[config.mk]
export PLATFORM = sky130hd
export DESIGN_NAME = pc_ir_unit
export DESIGN_NICKNAME = d
export VERILOG_FILES = /design/src/rtl/pc_ir_unit.sv
export SDC_FILE = /design/constraint.sdc
export NUM_CORES = 1
export LEC_CHECK = 0
export CAP_MARGIN = 15
export CORE_AREA = 2 2 120 122
export DETAILED_ROUTE_END_ITERATION = 10
export DIE_AREA = 0 0 122 124
export PLACE_DENSITY_LB_ADDON = 0.08
export SLEW_MARGIN = 20
export SYNTH_ARGS = -nofsm -noshare
export SYNTH_HDL_FRONTEND = slang
export SYNTH_SLANG_ARGS = --single-unit
[constraint.sdc]
create_clock -name clk -period 6.05 [get_ports clk]
set_input_delay 0.605 -clock clk [delete_from_list [all_inputs] [get_ports clk]]
set_output_delay 0.605 -clock clk [all_outputs]
set_load 0.02 [all_outputs]
[src/rtl/pc_ir_unit.sv]
// Program-counter / instruction-register stage of the multi-cycle CPU: holds PC, IR and MDR,
// applies the controller-selected PC update, decodes IR fields, and keeps debug state.
module pc_ir_unit #(
    parameter logic [31:0] RESET_PC = 32'h0000_0000
) (
    input  logic        clk,
    input  logic        reset,
    input  logic        PCWrite,
    input  logic        PCWriteCond,
    input  logic [1:0]  PCSource,
    input  logic        IRWrite,
    input  logic [31:0] ALUResult,
    input  logic [31:0] ALUOut,
    input  logic        Zero,
    input  logic [31:0] MemData,
    output logic [31:0] PC,
    output logic [31:0] Instruction,
    output logic [5:0]  OpCode,
    output logic [4:0]  Rs,
    output logic [4:0]  Rt,
    output logic [4:0]  Rd,
    output logic [4:0]  Shamt,
    output logic [5:0]  Funct,
    output logic [15:0] Imm16,
    output logic [31:0] JumpTarget,
    output logic [31:0] MDR,
    output logic [31:0] FetchCount,
    output logic        PCMisaligned,
    output logic        PCSrcError
);

    logic [31:0] pc_q, pc_d;
    logic [31:0] ir_q, ir_d;
    logic [31:0] mdr_q, mdr_d;
    logic [31:0] fetch_count_q, fetch_count_d;
    logic        pc_misaligned_q, pc_misaligned_d;
    logic        pc_src_error_q, pc_src_error_d;

    logic        pc_en;
    logic [31:0] pc_mux;
    logic [31:0] jump_target;

    // PC already holds PC+4 by the time a jump is decoded, so its top nibble is used directly.
    assign jump_target = {pc_q[31:28], ir_q[25:0], 2'b00};

    always_comb begin
        pc_en           = PCWrite | (PCWriteCond & Zero);
        pc_mux          = pc_q;
        pc_d            = pc_q;
        pc_misaligned_d = pc_misaligned_q;
        pc_src_error_d  = pc_src_error_q;
        ir_d            = ir_q;
        fetch_count_d   = fetch_count_q;
        mdr_d           = MemData;

        case (PCSource)
            2'b00:   pc_mux = ALUResult;
            2'b01:   pc_mux = ALUOut;
            2'b10:   pc_mux = jump_target;
            default: pc_mux = pc_q;
        endcase

        // Selector 11 is reserved: the write is refused and flagged instead.
        if (pc_en) begin
            if (PCSource == 2'b11) begin
                pc_src_error_d = 1'b1;
            end else begin
                pc_d = pc_mux;
                if (pc_mux[1:0] != 2'b00) begin
                    pc_misaligned_d = 1'b1;
                end
            end
        end

        if (IRWrite) begin
            ir_d          = MemData;
            fetch_count_d = fetch_count_q + 32'd1;
        end
    end

    always_ff @(posedge clk or posedge reset) begin
        if (reset) begin
            pc_q            <= RESET_PC;
            ir_q            <= 32'h0;
            mdr_q           <= 32'h0;
            fetch_count_q   <= 32'h0;
            pc_misaligned_q <= 1'b0;
            pc_src_error_q  <= 1'b0;
        end else begin
            pc_q            <= pc_d;
            ir_q            <= ir_d;
            mdr_q           <= mdr_d;
            fetch_count_q   <= fetch_count_d;
            pc_misaligned_q <= pc_misaligned_d;
            pc_src_error_q  <= pc_src_error_d;
        end
    end

    assign PC           = pc_q;
    assign Instruction  = ir_q;
    assign OpCode       = ir_q[31:26];
    assign Rs           = ir_q[25:21];
    assign Rt           = ir_q[20:16];
    assign Rd           = ir_q[15:11];
    assign Shamt        = ir_q[10:6];
    assign Funct        = ir_q[5:0];
    assign Imm16        = ir_q[15:0];
    assign JumpTarget   = jump_target;
    assign MDR          = mdr_q;
    assign FetchCount   = fetch_count_q;
    assign PCMisaligned = pc_misaligned_q;
    assign PCSrcError   = pc_src_error_q;

endmodule
==> reports/results.ini <==
[routing]
postRouteAntennaNets = 0
drc = 0
wire_per_inst_um = 17.5
drt_iter0_drc = 200
via_per_inst = 4.91
dr.pass1.iters = 4
num_vias = 4604
routed_wirelength_mm = 16.4

[grt]
grt_max_degree = 70
grt_usage_pct = 22.1
grt.overflow.total = 0
grt_pass1_vias = 4541
antenna_found_initial = 0
grt_pass1_wl_mm = 24.9

[clock_tree]
ctsResizeCount = 0
cts.sinks = 130
clk_pin_slew_ps = 50
clock_path_buffers = 2
worstSkewPairLatency_ps = 410
cts_setup_buffers = 0
ctsHoldBuffers = 0
clockRootBuffer = clkbuf_16
cts_made_buffers = 17
htreeDepth = 4
cts_tree = yes

[hold_path]
hp-class = flip-flop to flip-flop
min_to = FetchCount[31]
holdPathStages = 1
hold_path.startpoint = FetchCount[31]

[pwr]
p_leak_nw = 3.84
peakVddDrop_mv = 0.172
total_power_mw = 2.63
powerDensity_nw_per_um2 = 291

[logic_synthesis]
synth.distinct_cells = 32
async_flop_share_pct = 100
syn_avg_cell_area_um2 = 11.2
synthFlopType = dfrtp_1
yosysSeqAreaShare_pct = 55.6
synth-seq-cells = 130
synthesis.area_um2 = 5850
ys.warnings.count = 0
synth-edff-count = 0
synth_cells = 520

[setup_path]
r2r_start = FetchCount[3]
reg2reg_depth = 4
max_stage_delay_ps = 720
crit_slowest_cell = buf_2
crit_chain = buf_2, nand2_1, or4_1, nor4_1, xor2_1
critPathMaxFanout = 39
endpoint_kind = flip-flop
setup.worst_path.class = input pin to flip-flop
cp_data_arrival_time_ps = 2770
cp.required_ps = 6380
cpLargestDelayFamily = simple AND/OR/NAND/NOR gates
crit_buf_inv = 1
r2r_slack_ps = 4000
start_kind = input pin
worstReg2RegEnd = FetchCount[27]

[sta]
hold_violations = 0
worstMarginPinSlew_ps = 970
min_period_over_period_pct = 40.3
clock.fmax_mhz = 410
grt_setup_unrepaired = false
skew_ps = 6.28
drv_slew = 0
finalSetupViolations = 0
tns_ps = 0
layout_min_cycle_time_ps = 2440
relSlewSlack_pct = 35.3

[final_layout]
diodes = 0
ff_latch_area_um2 = 3250
drive_above_1_share_pct = 8.98
nets = 856
final_common_cell = clkdlybuf4s50_1
multi_input_area_um2 = 1900
area_growth_syn_to_layout_pct = 54.2
fill_cells = 1090
layout_common_cells = clkdlybuf4s50_1 (309), dfrtp_1 (130), nand2_1 (42), nor2_1 (36), mux2_2 (35)

[floorplanning]
dieArea_um2 = 15100
core_area_um2 = 13700
initial_core_util_pct = 42.6
pin_count = 314
rows = 43
dieHeight_um = 124
die_w_um = 122

[placed_design]
hpwl_mm = 12.2
gp_congestion = 0.828
portBuffers = 311

[job]
maxCapViolations = 0

[run_status]
status = complete, no violations

## logic make-up (layout without fill, tap and decap cells)
family / after synthesis / count (layout) / share of synthesized area, %
multiplexers: 65 / 65 / 11.9
AO/OA/AOI/OAI: 61 / 61 / 5.46
buffers and inverters: 107 / 343 / 12.1
flip-flops: 130 / 130 / 55.6
AND/OR/NAND/NOR: 124 / 124 / 10.0
adder cells (fa/ha/maj): 1 / 1 / 0.214
XOR/XNOR: 31 / 31 / 4.64
other: 1 / 2 / 0.0641
## flip-flops by register name, indices dropped and copies added (netlist names)
name and flops:
PCSrcError 1, FetchCount 32, Instruction 32, PC 32
PCMisaligned 1, MDR 32
## per-stage QoR
stage / cell area, um2 / util (%) / worst slack (ps) / cells / hold WS [ps]
6_report: 9020 / 65.7 / 3610 / 937 / 463
5_1_grt: 9020 / 65.7 / 3460 / 937 / 504
4_1_cts: 9010 / 65.7 / 3600 / 937 / 469
3_5_place_dp: 8520 / 62.1 / 3180 / 912 / 459
3_3_place_gp: 8520 / 62.1 / 3280 / 912 / 457
2_1_floorplan: 5850 / - / 1980 / 521 / 578
## where the power goes
group	total, mW	leakage [nW]	internal (mW)	switching (mW)
clock	0.876	0.246	0.549	0.328
combinational	0.700	2.01	0.356	0.343
sequential	1.05	1.58	0.957	0.0954
total	2.63	3.84	1.86	0.766
## routing by layer
metal  track usage, %  vias to the layer above  wire length [um]
li1                 -                     2142                 -
met1             25.0                     2205              6230
met2             37.8                      228              8240
met3             8.61                       29              1600
met4             8.69                        0               363
met5                0                        -                 0
## worst max path at each step
stage                                 to  cells past startpoint        start  slack [ps]
after CTS                         PC[16]                      5  PCSource[1]        3600
after detailed placement          PC[16]                      5  PCSource[1]        3180
after global routing        PCMisaligned                      6  PCSource[1]        3460
after global placement            PC[16]                      5  PCSource[1]        3280
after floorplan            FetchCount[0]                      1        reset        1980
final                     FetchCount[27]                      5      IRWrite        3610
## cells in the mapped netlist (2+ instances only)
master	number	share of area, %
nor3_1	6	0.51
mux2_2	35	6.7
dfrtp_1	130	56
xnor2_1	16	2.4
clkbuf_1	13	0.83
nand2_1	42	2.7
and3_1	3	0.32
nand4_1	7	0.75
a21oi_1	31	2.7
nor4_1	6	0.64
mux2i_1	30	5.1
a22o_1	2	0.30
and4_1	6	0.90
buf_4	80	10
nand3_1	10	0.86
nor2_1	36	2.3
buf_2	4	0.34
and2_1	2	0.21
buf_1	6	0.39
o21ai_0	26	2.2
inv_1	4	0.26
xor2_1	15	2.2
## area by class of cell
cell class | count | area share, %
clock buffers | 24 | 5.45
clock inverters | 1 | 0.0555
inverters | 4 | 0.194
multi-input cells | 284 | 21.1
flip-flops and latches | 130 | 36.1
well taps | 180 | 2.50
repair buffers | 314 | 34.7
Power figures use the tool's default switching activity.
